## config.mk

```make
export PLATFORM = sky130hd
export DESIGN_NAME = cs_loop_sequencer
export DESIGN_NICKNAME = d
export VERILOG_FILES = /design/src/rtl/cs_loop_pkg.sv /design/src/rtl/cs_bound_calc.sv /design/src/rtl/cs_loop_sequencer.sv
export SDC_FILE = /design/constraint.sdc
export NUM_CORES = 1
export LEC_CHECK = 0
export ABC_CLOCK_PERIOD_IN_PS = 11000
export CAP_MARGIN = 0
export CORE_UTILIZATION = 52
export DETAILED_ROUTE_END_ITERATION = 16
export MAX_ROUTING_LAYER = met4
export PLACE_DENSITY = 0.78
export SYNTH_ARGS = -nofsm -noshare
export SYNTH_HDL_FRONTEND = slang
export SYNTH_SLANG_ARGS = --single-unit
```

## constraint.sdc

```tcl
create_clock -name CLK -period 11 [get_ports CLK]
set_input_delay 2.2 -clock CLK [delete_from_list [all_inputs] [get_ports CLK]]
set_output_delay 2.2 -clock CLK [all_outputs]
set_load 0.02 [all_outputs]
```

## src/rtl/cs_loop_pkg.sv

```systemverilog
// Shared types and defaults for the current-source loop lock sequencer.
// The state encoding is visible on the STATE port, so the values are fixed.
package cs_loop_pkg;

   typedef enum logic [2:0] {
      ST_IDLE   = 3'd0,
      ST_INIT   = 3'd1,
      ST_COARSE = 3'd2,
      ST_FINE   = 3'd3,
      ST_LOCKED = 3'd4,
      ST_FAILED = 3'd5
   } cs_state_e;

   localparam int unsigned DEF_SETTLE_WIN    = 4;
   localparam int unsigned DEF_COARSE_WIN    = 4;
   localparam int unsigned DEF_LOCK_WIN      = 8;
   localparam int unsigned DEF_UNLOCK_WIN    = 2;
   localparam int unsigned DEF_TIMEOUT_WIN   = 255;
   localparam int unsigned DEF_COARSE_MARGIN = 8;
   localparam int unsigned DEF_FINE_MARGIN   = 2;

   localparam logic [7:0] BOUND_OPEN_LO = 8'h00;
   localparam logic [7:0] BOUND_OPEN_HI = 8'hFF;

   // Inclusive window test used for both the coarse and fine bands.
   function automatic logic in_band(input logic [7:0] v,
                                    input logic [7:0] lo,
                                    input logic [7:0] hi);
      return (v >= lo) && (v <= hi);
   endfunction

endpackage

```

## src/rtl/cs_bound_calc.sv

```systemverilog
// Saturating target +/- margin window bounds, computed in 9 bits.
// Bit 8 of each result flags borrow (lower) or carry (upper).
module cs_bound_calc
   import cs_loop_pkg::*;
#(
   parameter int unsigned MARGIN = DEF_COARSE_MARGIN
) (
   input  logic [7:0] target_i,
   output logic [7:0] lower_o,
   output logic [7:0] upper_o
);

   localparam logic [8:0] MARGIN9 = 9'(MARGIN);

   logic [8:0] sum;
   logic [8:0] dif;

   always_comb begin
      sum     = {1'b0, target_i} + MARGIN9;
      dif     = {1'b0, target_i} - MARGIN9;
      lower_o = dif[8] ? '0 : dif[7:0];
      upper_o = sum[8] ? '1 : sum[7:0];
   end

endmodule

```

## src/rtl/cs_loop_sequencer.sv

```systemverilog
// Lock sequencer: preset, bypass-settle, coarse and fine regulation, lock,
// with unlock/relock tracking and a window-count timeout.
module cs_loop_sequencer
   import cs_loop_pkg::*;
#(
   parameter int unsigned SETTLE_WIN    = DEF_SETTLE_WIN,
   parameter int unsigned COARSE_WIN    = DEF_COARSE_WIN,
   parameter int unsigned LOCK_WIN      = DEF_LOCK_WIN,
   parameter int unsigned UNLOCK_WIN    = DEF_UNLOCK_WIN,
   parameter int unsigned TIMEOUT_WIN   = DEF_TIMEOUT_WIN,
   parameter int unsigned COARSE_MARGIN = DEF_COARSE_MARGIN,
   parameter int unsigned FINE_MARGIN   = DEF_FINE_MARGIN
) (
   input  logic        CLK,
   input  logic        RST_N,
   input  logic        START,
   input  logic        ABORT,
   input  logic [7:0]  TARGET_COUNT,
   input  logic [31:0] CS_INIT,
   input  logic        COUNT_DONE,
   input  logic [7:0]  COUNTER,
   output logic        LOOP_BYPASS,
   output logic [7:0]  LOWER_VOLTAGE_BOUND,
   output logic [7:0]  UPPER_VOLTAGE_BOUND,
   output logic [31:0] NO_CURRENT_SOURCE,
   output logic        LOCKED,
   output logic        FAIL,
   output logic        BUSY,
   output logic [2:0]  STATE,
   output logic [3:0]  RELOCK_CNT
);

   cs_state_e   state_q;
   logic [7:0]  target_q;
   logic [31:0] cs_init_q;
   logic [7:0]  win_cnt_q;
   logic [7:0]  tmo_cnt_q;
   logic [1:0]  unl_cnt_q;
   logic [3:0]  relock_q;
   logic        locked_q;
   logic        fail_q;
   logic        busy_q;
   logic        bypass_q;
   logic [7:0]  lower_q;
   logic [7:0]  upper_q;
   logic [31:0] ncs_q;

   logic [7:0] coarse_lo, coarse_hi;
   logic [7:0] fine_lo, fine_hi;

   cs_bound_calc #(.MARGIN(COARSE_MARGIN)) u_coarse_bounds (
      .target_i (target_q),
      .lower_o  (coarse_lo),
      .upper_o  (coarse_hi)
   );

   cs_bound_calc #(.MARGIN(FINE_MARGIN)) u_fine_bounds (
      .target_i (target_q),
      .lower_o  (fine_lo),
      .upper_o  (fine_hi)
   );

   logic [7:0] win_inc;
   logic [7:0] tmo_inc;
   logic [1:0] unl_inc;
   logic [3:0] relock_inc;
   logic       drv_in_band;
   logic       coarse_in_band;

   // Regulation tests the bounds on the pins; the lock watchdog tests the
   // coarse band even though the fine bounds are driven while locked.
   always_comb begin
      win_inc        = win_cnt_q + 8'd1;
      tmo_inc        = tmo_cnt_q + 8'd1;
      unl_inc        = unl_cnt_q + 2'd1;
      relock_inc     = (relock_q == 4'hF) ? relock_q : relock_q + 4'd1;
      drv_in_band    = in_band(COUNTER, lower_q, upper_q);
      coarse_in_band = in_band(COUNTER, coarse_lo, coarse_hi);
   end

   always_ff @(posedge CLK or negedge RST_N) begin
      if (!RST_N) begin
         state_q   <= ST_IDLE;
         target_q  <= '0;
         cs_init_q <= '0;
         win_cnt_q <= '0;
         tmo_cnt_q <= '0;
         unl_cnt_q <= '0;
         relock_q  <= '0;
         locked_q  <= 1'b0;
         fail_q    <= 1'b0;
         busy_q    <= 1'b0;
         bypass_q  <= 1'b1;
         lower_q   <= BOUND_OPEN_LO;
         upper_q   <= BOUND_OPEN_HI;
         ncs_q     <= '0;
      end else if (ABORT) begin
         state_q  <= ST_IDLE;
         busy_q   <= 1'b0;
         bypass_q <= 1'b1;
         lower_q  <= BOUND_OPEN_LO;
         upper_q  <= BOUND_OPEN_HI;
         ncs_q    <= '0;
      end else begin
         case (state_q)
            ST_IDLE, ST_FAILED: begin
               if (START) begin
                  state_q   <= ST_INIT;
                  target_q  <= TARGET_COUNT;
                  cs_init_q <= CS_INIT;
                  ncs_q     <= CS_INIT;
                  win_cnt_q <= '0;
                  tmo_cnt_q <= '0;
                  unl_cnt_q <= '0;
                  relock_q  <= '0;
                  locked_q  <= 1'b0;
                  fail_q    <= 1'b0;
                  busy_q    <= 1'b1;
                  bypass_q  <= 1'b1;
                  lower_q   <= BOUND_OPEN_LO;
                  upper_q   <= BOUND_OPEN_HI;
               end
            end

            ST_INIT: begin
               if (COUNT_DONE) begin
                  if (win_inc == 8'(SETTLE_WIN)) begin
                     state_q   <= ST_COARSE;
                     win_cnt_q <= '0;
                     tmo_cnt_q <= '0;
                     bypass_q  <= 1'b0;
                     lower_q   <= coarse_lo;
                     upper_q   <= coarse_hi;
                  end else begin
                     win_cnt_q <= win_inc;
                  end
               end
            end

            ST_COARSE, ST_FINE: begin
               if (COUNT_DONE) begin
                  tmo_cnt_q <= tmo_inc;
                  // Completing the run takes precedence over the timeout.
                  if (drv_in_band && (state_q == ST_COARSE) &&
                      (win_inc == 8'(COARSE_WIN))) begin
                     state_q   <= ST_FINE;
                     win_cnt_q <= '0;
                     lower_q   <= fine_lo;
                     upper_q   <= fine_hi;
                  end else if (drv_in_band && (state_q == ST_FINE) &&
                               (win_inc == 8'(LOCK_WIN))) begin
                     state_q   <= ST_LOCKED;
                     win_cnt_q <= '0;
                     unl_cnt_q <= '0;
                     locked_q  <= 1'b1;
                     busy_q    <= 1'b0;
                  end else if (tmo_inc == 8'(TIMEOUT_WIN)) begin
                     state_q  <= ST_FAILED;
                     fail_q   <= 1'b1;
                     busy_q   <= 1'b0;
                     bypass_q <= 1'b1;
                     lower_q  <= BOUND_OPEN_LO;
                     upper_q  <= BOUND_OPEN_HI;
                     ncs_q    <= cs_init_q;
                  end else begin
                     win_cnt_q <= drv_in_band ? win_inc : '0;
                  end
               end
            end

            ST_LOCKED: begin
               if (COUNT_DONE) begin
                  if (coarse_in_band) begin
                     unl_cnt_q <= '0;
                  end else if (unl_inc == 2'(UNLOCK_WIN)) begin
                     state_q   <= ST_COARSE;
                     unl_cnt_q <= '0;
                     win_cnt_q <= '0;
                     tmo_cnt_q <= '0;
                     relock_q  <= relock_inc;
                     locked_q  <= 1'b0;
                     busy_q    <= 1'b1;
                     lower_q   <= coarse_lo;
                     upper_q   <= coarse_hi;
                  end else begin
                     unl_cnt_q <= unl_inc;
                  end
               end
            end

            default: state_q <= ST_IDLE;
         endcase
      end
   end

   assign LOOP_BYPASS         = bypass_q;
   assign LOWER_VOLTAGE_BOUND = lower_q;
   assign UPPER_VOLTAGE_BOUND = upper_q;
   assign NO_CURRENT_SOURCE   = ncs_q;
   assign LOCKED              = locked_q;
   assign FAIL                = fail_q;
   assign BUSY                = busy_q;
   assign STATE               = state_q;
   assign RELOCK_CNT          = relock_q;

endmodule

```

==> metrics.txt <==
post-cts resize count 0; Pwr per Cell Area 270.8 nW/µm²; via count 6,329; first-pass GRT wire length 31.86 mm; Remaining DRCs 0; Slew Viols, Final 0; critical path arrival 5790 ps; skew final 11.11 ps; CP Cell Sequence clkdlybuf4s50_1 -> ha_1 -> a211oi_1 -> nor2_1 -> or3_1 -> a31oi_2 -> nand3b_1 -> or4_1 -> o22ai_1 -> mux2_1; core box area 13,350 µm²; filler instances 1,075; Worst Path Buf+Inv 1; placer congestion estimate 0.9398; Initial Util 0.5366; die height 119.4 µm; Achievable Freq 183.9 MHz; placed cell areas 8339 µm²; H-tree levels 4; Main synth FF type dfrtp_1; antenna cells 0; Sequential Area 2939 µm²; antenna viol nets, final 0; root buffer cell clkbuf_16; Seq/Total Area, Yosys 0.4104; yosys warns 0; Iter 0 DRT Violations 496; syn avg cell area 9.194 µm²; Post-CTS Setup Inserts 0; die area 14,250 µm²; layout cell share with drive strength beyond 1 0.1241; Pleak 3.825 nW; Reg2Reg Setup Slack 6220 ps; Fin. Hold Viols 0; Crit Path Max Fanout 11; Mapped Nets 873; initial antenna violation count 0; Setup TNS Final 0 ps; RSZ-0062 raised after global routing false; worst ir drop on vdd 0.0001481 V; CP max-delay cell or4_1; Worst path max stage delay 680 ps; Worst Setup Path Type primary input to register; max_cap viols 0; largest net degree at the start of global routing 82; final wirelength 19.60 mm; io pins 112; WL per Instance 18.59 µm; ys async rst share 1.000; post-route cell area 8924 µm²; worst skew pair latency 430 ps; vias in the first global route 6,377; Setup crit start kind primary input; CTS tree yes; PortBufs 111; clock-pin slew on the worst setup and hold paths 60 ps; Num CTS Buffers 17; flops & latches, synth 117; Layout area overhead 24.60%; Worst path top cell family by delay simple AND/OR/NAND/NOR gates; Site Rows 42; GR Overflow Total 0; Final #Nets 959; Worst Path Required 11,350 ps; multi-input logic area 3919 µm²; leading cell type in the layout, fill and taps excluded nand2_1; Worst-Margin Slew 1027 ps; worst rel slew slack 0.3155; final worst path period share 0.4944; commonest non-fill, non-tap cells in the layout 110 x nand2_1, 109 x clkdlybuf4s50_1, 108 x dfrtp_1; Critical Path Sink Type register; number of vias per cell 6.005; clock sink count 117; GR Util All Layers 0.2940; Die X 119.4 µm; run status finished clean; Synth cell types 73; DP Wirelength 13.58 mm; endpoints failing setup 0; Post-Synthesis Cells 779; Tmin final 5439 ps; worst hold path type register to register; Post-synth EDFFs 0; Max clock buf depth 2; # hold bufs at CTS 0; Pre-antenna DRT Iters 5; synthesized cell area 7162 µm²
## layer usage
layer  global-route usage  vias up  share of wire  wire [µm]
met2               0.4688      209           0.48       9398
met3              0.05843       32          0.061       1205
met5                    -        -              0          0
met1               0.3716     3082           0.44       8625
met4               0.1078        0          0.019        368
li1                     -     3006              -          -
## logic make-up after synthesis
| logic type | after synthesis | synth area share |
|---|---|---|
| AND/OR/NAND/NOR | 296 | 0.1943 |
| buffers and inverters | 80 | 0.04437 |
| adder cells (fa/ha/maj) | 41 | 0.07163 |
| multiplexers | 53 | 0.08333 |
| AO/OA/AOI/OAI | 181 | 0.1826 |
| XOR/XNOR | 11 | 0.01345 |
| flip-flops | 117 | 0.4104 |
## synthesized netlist by cell type (3+ instances only)
cell      instances  area share
and2_1            5      0.0044
nor3_1           14      0.0098
nand3_1          21       0.015
nor3b_1           4      0.0042
nand2b_1         11      0.0096
a22o_1            6      0.0073
a21oi_1          31       0.022
a21o_1            5      0.0052
xnor2_1           6      0.0073
clkbuf_1         34       0.018
a31oi_1           7      0.0061
and4_1            3      0.0037
buf_2             8      0.0056
inv_1            28       0.015
o21ai_0          32       0.022
nand3b_1          6      0.0063
nor4_1            4      0.0035
nand2_1         110       0.058
ha_1             41       0.072
and3_1            4      0.0035
nor2b_1          13       0.011
mux2_1            4      0.0063
dfstp_2           9       0.033
a211o_1           6      0.0073
a211oi_1          3      0.0031
o21a_1            3      0.0031
buf_1             7      0.0037
mux2_2           41       0.064
or4_1             3      0.0031
mux2i_1           6      0.0084
or3_1             7      0.0061
nand4_1          13       0.011
o31ai_1           4      0.0042
a311oi_1         34       0.042
nor2_1           72       0.038
a41oi_1           3      0.0037
dfrtp_1         108        0.38
o21bai_1          3      0.0031
o22ai_1           4      0.0035
o21ai_1          12      0.0084
a22oi_1           3      0.0031
xor2_1            5      0.0061
## tightest hold or removal path: cells and delay by family, from the launching register on
kind,cells,cell delay (ps)
simple gates,1,50
flops,1,380
compound gates,1,50
## registers in the layout, summed over array words and instances (netlist names)
signal,count
LOCKED,1
UPPER_VOLTAGE_BOUND,8
LOWER_VOLTAGE_BOUND,8
BUSY,1
FAIL,1
LOOP_BYPASS,1
win_cnt_q,8
target_q,8
RELOCK_CNT,4
unl_cnt_q,2
tmo_cnt_q,8
STATE,3
cs_init_q,32
NO_CURRENT_SOURCE,32
## final cells by class
type	instances	area share
clock inverter	15	0.01781
tap	176	0.02468
timing repair buffer	117	0.1287
multi-input combinational	582	0.4391
inverter	30	0.01262
sequential	117	0.3294
clock buffer	17	0.04767
## stage by stage
step,util,setup slack [ps],total power [mW],hold WS (ps),cells
finish,0.6685,5561,2.417,489.7,1054
global placement,0.6248,5298,1.817,474.9,1022
detailed placement,0.6248,5215,1.854,481.0,1022
floorplan,-,6320,1.476,471.8,779
CTS,0.6685,5632,2.415,489.1,1054
global route,0.6685,5413,2.570,508.0,1054
## power breakdown
| part | internal [mW] | switching (mW) | total, mW |
|---|---|---|---|
| logic | 0.473 | 0.650 | 1.12 |
| registers | 0.587 | 0.158 | 0.745 |
| clock network | 0.321 | 0.229 | 0.549 |
| total | 1.38 | 1.04 | 2.42 |
## path summary, 6_finish.rpt
kind	startpoint	endpoint	cells past startpoint
setup / recovery	COUNTER[5]	LOWER_VOLTAGE_BOUND[2]	10
hold / removal	UPPER_VOLTAGE_BOUND[6]	UPPER_VOLTAGE_BOUND[6]	2
setup reg to reg	target_q[5]	LOWER_VOLTAGE_BOUND[2]	11
hold reg to reg	UPPER_VOLTAGE_BOUND[6]	UPPER_VOLTAGE_BOUND[6]	2
max in group asynchronous	RST_N	RELOCK_CNT[0]	2
min in group asynchronous	RST_N	cs_init_q[10]	1
No activity file was read; power rests on OpenSTA's default activity.
